===== src/rtl/proc_pkg.sv =====
// Shared types and constants for the processor output-side serial blocks.
package proc_pkg;

  typedef enum logic [1:0] {
    IDLE  = 2'd0,
    SHIFT = 2'd1,
    DONE  = 2'd2
  } shift_state_t;

  localparam logic DEFAULT_IDLE_BIT = 1'b1;

endpackage


===== src/rtl/shift_reg_piso.sv =====
// SIZE-bit parallel-load shift register that zero-fills as it drains toward
// the selected output end.
module shift_reg_piso #(
  parameter int SIZE      = 8,
  parameter bit MSB_FIRST = 1'b1
) (
  input  logic            clk,
  input  logic            Reset,
  input  logic            load,
  input  logic            shift,
  input  logic [SIZE-1:0] D,
  output logic            outBit
);

  logic [SIZE-1:0] shreg;
  logic [SIZE-1:0] shifted;

  // The output end and the shift direction are chosen at elaboration time.
  if (MSB_FIRST) begin : gMsbFirst
    assign shifted = {shreg[SIZE-2:0], 1'b0};
    assign outBit  = shreg[SIZE-1];
  end else begin : gLsbFirst
    assign shifted = {1'b0, shreg[SIZE-1:1]};
    assign outBit  = shreg[0];
  end

  always_ff @(posedge clk) begin
    if (Reset) begin
      shreg <= '0;
    end else if (load) begin
      shreg <= D;
    end else if (shift) begin
      shreg <= shifted;
    end
  end

endmodule


===== src/rtl/piso_shift_out.sv =====
// Parallel-in/serial-out reader: captures a word on load and streams it one
// bit per accepted valid/ready beat, reporting busy/done to the control unit.
import proc_pkg::*;

module piso_shift_out #(
  parameter int   SIZE      = 8,
  parameter bit   MSB_FIRST = 1'b1,
  parameter logic IDLE_BIT  = DEFAULT_IDLE_BIT
) (
  input  logic            clk,
  input  logic            Reset,
  input  logic            load,
  input  logic [SIZE-1:0] D,
  output logic            sOut,
  output logic            sValid,
  input  logic            sReady,
  output logic            busy,
  output logic            done
);

  localparam int CNT_W = $clog2(SIZE + 1);

  shift_state_t     state;
  logic [CNT_W-1:0] cnt;
  logic             shBit;
  logic             loadAccept;
  logic             beat;
  logic             lastBeat;

  // A load is only honoured when no word is in flight, so SHIFT never gets corrupted.
  assign loadAccept = load && ((state == IDLE) || (state == DONE));
  assign beat       = (state == SHIFT) && sReady;
  assign lastBeat   = beat && (cnt == CNT_W'(1));

  always_ff @(posedge clk) begin
    if (Reset) begin
      state <= IDLE;
      cnt   <= '0;
    end else begin
      case (state)
        IDLE: begin
          if (loadAccept) begin
            state <= SHIFT;
            cnt   <= CNT_W'(SIZE);
          end
        end
        SHIFT: begin
          if (beat) begin
            cnt <= cnt - CNT_W'(1);
            if (lastBeat) begin
              state <= DONE;
            end
          end
        end
        DONE: begin
          if (loadAccept) begin
            state <= SHIFT;
            cnt   <= CNT_W'(SIZE);
          end else begin
            state <= IDLE;
          end
        end
        default: begin
          state <= IDLE;
          cnt   <= '0;
        end
      endcase
    end
  end

  shift_reg_piso #(
    .SIZE     (SIZE),
    .MSB_FIRST(MSB_FIRST)
  ) uShiftReg (
    .clk   (clk),
    .Reset (Reset),
    .load  (loadAccept),
    .shift (beat),
    .D     (D),
    .outBit(shBit)
  );

  // All status outputs decode straight from the registered state.
  assign sValid = (state == SHIFT);
  assign busy   = (state == SHIFT);
  assign done   = (state == DONE);
  assign sOut   = sValid ? shBit : IDLE_BIT;

endmodule


===== config.mk =====
export PLATFORM = sky130hd
export DESIGN_NAME = piso_shift_out
export DESIGN_NICKNAME = d
export VERILOG_FILES = /design/src/rtl/proc_pkg.sv /design/src/rtl/shift_reg_piso.sv /design/src/rtl/piso_shift_out.sv
export SDC_FILE = /design/constraint.sdc
export NUM_CORES = 1
export LEC_CHECK = 0
export ABC_AREA = 1
export CAP_MARGIN = 0
export CORE_UTILIZATION = 51
export CTS_BUF_LIST = sky130_fd_sc_hd__clkbuf_8
export DETAILED_ROUTE_END_ITERATION = 10
export MAX_ROUTING_LAYER = met4
export PLACE_DENSITY = 0.86
export SLEW_MARGIN = 20
export SYNTH_ARGS = -nofsm -noshare
export SYNTH_HDL_FRONTEND = slang
export SYNTH_HIERARCHICAL = 1
export SYNTH_SLANG_ARGS = --single-unit

===== constraint.sdc =====
create_clock -name clk -period 1.2 [get_ports clk]
set_input_delay 0.18 -clock clk [delete_from_list [all_inputs] [get_ports clk]]
set_output_delay 0.18 -clock clk [all_outputs]
set_load 0.01 [all_outputs]

==> impl_metrics.tcl <==
set metrics [dict create \
    hold_class "flip-flop to flip-flop" \
    seq_power_share_pct 38.9 \
    setup_viol 2 \
    cp.required_ns 1.38 \
    yosysWarnings 6 \
    rows 13 \
    synth-xor-area-share_pct 0 \
    cpPeakStageDelay_ns 0.31 \
    portBuffers 15 \
    yosysSeqAreaShare_pct 37.3 \
    dpl_cell_area_um2 997 \
    die_x_um 40.4 \
    insertedDiodeCount 0 \
    routedWlPerCell_um 15.0 \
    synth_cells 113 \
    first_pass_iters 5 \
    synthesis.area_um2 752 \
    routed_via_density 5.54 \
    synth_top_family_by_area "simple AND/OR/NAND/NOR gates" \
    worst-path-max-fanout 6 \
    initial_core_util_pct 56.4 \
    grt_max_degree 9 \
    post-route-min-period_ns 1.21 \
    die_area_um2 1630 \
    max-cap-violations 0 \
    finClkSkew_ns 0.00197 \
    synth_fa_ha_area_share_pct 3.33 \
    postSynthRegisterBits 14 \
    io_pins 16 \
    worst_path_most_repeated_cell "nand2_2" \
    layout-drive-gt1-share_pct 31.7 \
    cts_root_buf "clkbuf_8" \
    synth_compound_gate_area_share_pct 5.99 \
    outcome "finished, violations left" \
    highest_layer "met4" \
    worstSetupStartpointType "flip-flop" \
    cp.arrival_ns 1.40 \
    crit_family "simple AND/OR/NAND/NOR gates" \
    fin_ws_ns -0.0136 \
    wirelength_mm 2.36 \
    p_per_area_nw_per_um2 1200 \
    antenna_found_initial 0 \
    cts.reportedPaths.clkPinSlew_ns 0.06 \
    ff_latch_area_um2 283 \
    wl_met2_mm 1.21 \
    wl_met3_um 179 \
    synth_cell_type_count 17 \
    hpwl_mm 1.30 \
    p_sw_uw 390 \
    leakage_nw 0.567 \
    fp.dieH_um 40.4 \
    syn-num-nets 127 \
    design_area_um2 1120 \
    clock-sinks 14 \
    ir_drop_v 0.000973 \
    final.period_utilization_pct 101 \
    fillCellCount 75 \
    worst_slew_pin_slew_ns 0.273 \
    grt_pass1_wl_mm 2.75 \
    p_clk_share_pct 35.2 \
    multi_input_area_um2 427 \
    post-route-drc-count 0 \
    syn2layout_area_growth_pct 48.8 \
    max_freq_mhz 824 \
    finalHoldViolCount 0 \
    whs_ns 0.475 \
    rsz0062_at_grt "yes" \
    fin_setup_tns_ns -0.0168 \
    finalMaxSlewViolations 0 \
    clockBufferDepth 2 \
    antenna_left 0 \
    num_vias 869 \
    crit_chain "inv_2 -> nand2_4 -> buf_6 -> nor2_4 -> buf_6 -> nand2_2 -> nand2_2 -> nand2_2 -> a21oi_2" \
    crit_type "flip-flop to flip-flop" \
    swShare_pct 29.1 \
    nets 157 \
    fin_util_pct 83.9 \
    clk_latency_ns 0.25 \
    violations "negative setup slack" \
    slew_headroom_pct 81.6 \
    synth_mux_area_share_pct 0 \
    cts_tree "built" \
    yosys.area_share.simple_pct 39.9 \
    grt_pass1_vias 680 \
    fin_total_pwr_mw 1.34 \
    cp.buffers_inverters 3 \
    grt-ovfl-total 0 \
    drtIter0Drc 62 \
    p_int_uw 952 \
    htree_levels 1 \
    met1Wirelength_um 902 \
    fp.coreArea_um2 1330 \
    place_congestion 0.890 \
    numCtsBuffers 3 \
    worstSetupEndpointType "flip-flop" \
    slowest_stage "dfxtp_2" \
    comb_power_share_pct 25.8 \
    grtUsageTotal_pct 27.3 \
    syn_area_per_cell_um2 6.65 \
]
[flip-flops by register name, indices dropped and copies added, names as in the netlist]
name,flops
uShiftReg/shreg,8
cnt,4
state,2
[path summary, 6_finish.rpt]
check                                          to                             from  slack, ns  depth (start not counted)
setup / recovery  uShiftReg/shreg[4]$_SDFFE_PP0P_            state[1]$_SDFFE_PP0P_      -0.01                          9
hold / removal    uShiftReg/shreg[0]$_SDFFE_PP0P_  uShiftReg/shreg[0]$_SDFFE_PP0P_       0.47                          2
setup reg to reg  uShiftReg/shreg[4]$_SDFFE_PP0P_            state[1]$_SDFFE_PP0P_      -0.01                          9
hold reg to reg   uShiftReg/shreg[0]$_SDFFE_PP0P_  uShiftReg/shreg[0]$_SDFFE_PP0P_       0.47                          2
[kinds of logic (layout without fill, tap and decap cells)]
group                      after synthesis  count (layout)
AOI/OAI and AO/OA                        9               9
adders and majority gates                2               2
buffers and inverters                   23              52
DFF                                     14              14
and+or+nand+nor                         65              65
[per-stage QoR]
step	worst slack, ns	instances
6_report	-0.0136	157
5_1_grt	-0.117	157
4_1_cts	0.00721	156
3_5_place_dp	-0.168	152
3_3_place_gp	-0.141	152
2_1_floorplan	0.109	113
[cells in the final DEF (no fill, tap or decap), types with 4 or more instances in the layout]
cell type	count
nor2_1	6
nand2_1	29
nand2_2	7
buf_4	9
clkbuf_8	4
inv_1	17
nand3_1	13
dfxtp_1	12
buf_6	4
clkdlybuf4s50_1	11
[tightest hold or removal path, cell delays in order (launching register included)]
cell	delay (ns)
dfxtp_1	0.32
nand2_1	0.06
a21oi_1	0.05
[power groups by stage]
stage	sequential [mW]	combinational, mW	clock (mW)
after CTS	0.517	0.297	0.471
after floorplan	0.525	0.167	0
after detailed placement	0.527	0.287	0
after global placement	0.526	0.275	0
after global routing	0.525	0.369	0.497
final	0.522	0.347	0.473
[layout make-up]
| cell class | count | share of cell area [%] |
|---|---|---|
| timing repair buffer | 28 | 23.0 |
| multi-input combinational | 76 | 38.1 |
| clock buffer | 4 | 4.92 |
| sequential | 14 | 25.3 |
| inverter | 20 | 6.94 |
| tap | 15 | 1.68 |
[synthesized netlist by cell type (all sizes together)]
library cell / n / area, µm²
o21ai: 3 / 15.0
buf: 3 / 26.3
a21oi: 6 / 30.0
nand2: 37 / 146
nand3: 16 / 80.1
nor2: 10 / 61.3
inv: 20 / 75.1
nor4: 1 / 6.26
or2: 1 / 6.26
dfxtp: 14 / 280
ha: 2 / 25.0
[timing repair]
item | CTS | global route
hold endpoints to repair | 0 | 0
hold buffers | 0 | 0
setup endpoints to repair | 5 | 13
pin swaps | 0 | 6
cloned | 0 | 0
resized for setup | 16 | 22
buffers inserted | 0 | 1
[routing by layer]
layer  vias up  track usage (%)
met4         0             15.0
met5         -                -
li1        405                -
met3        10             3.33
met2        57             49.6
met1       397             28.0
Note: power is estimated with default switching activity, not from simulation.
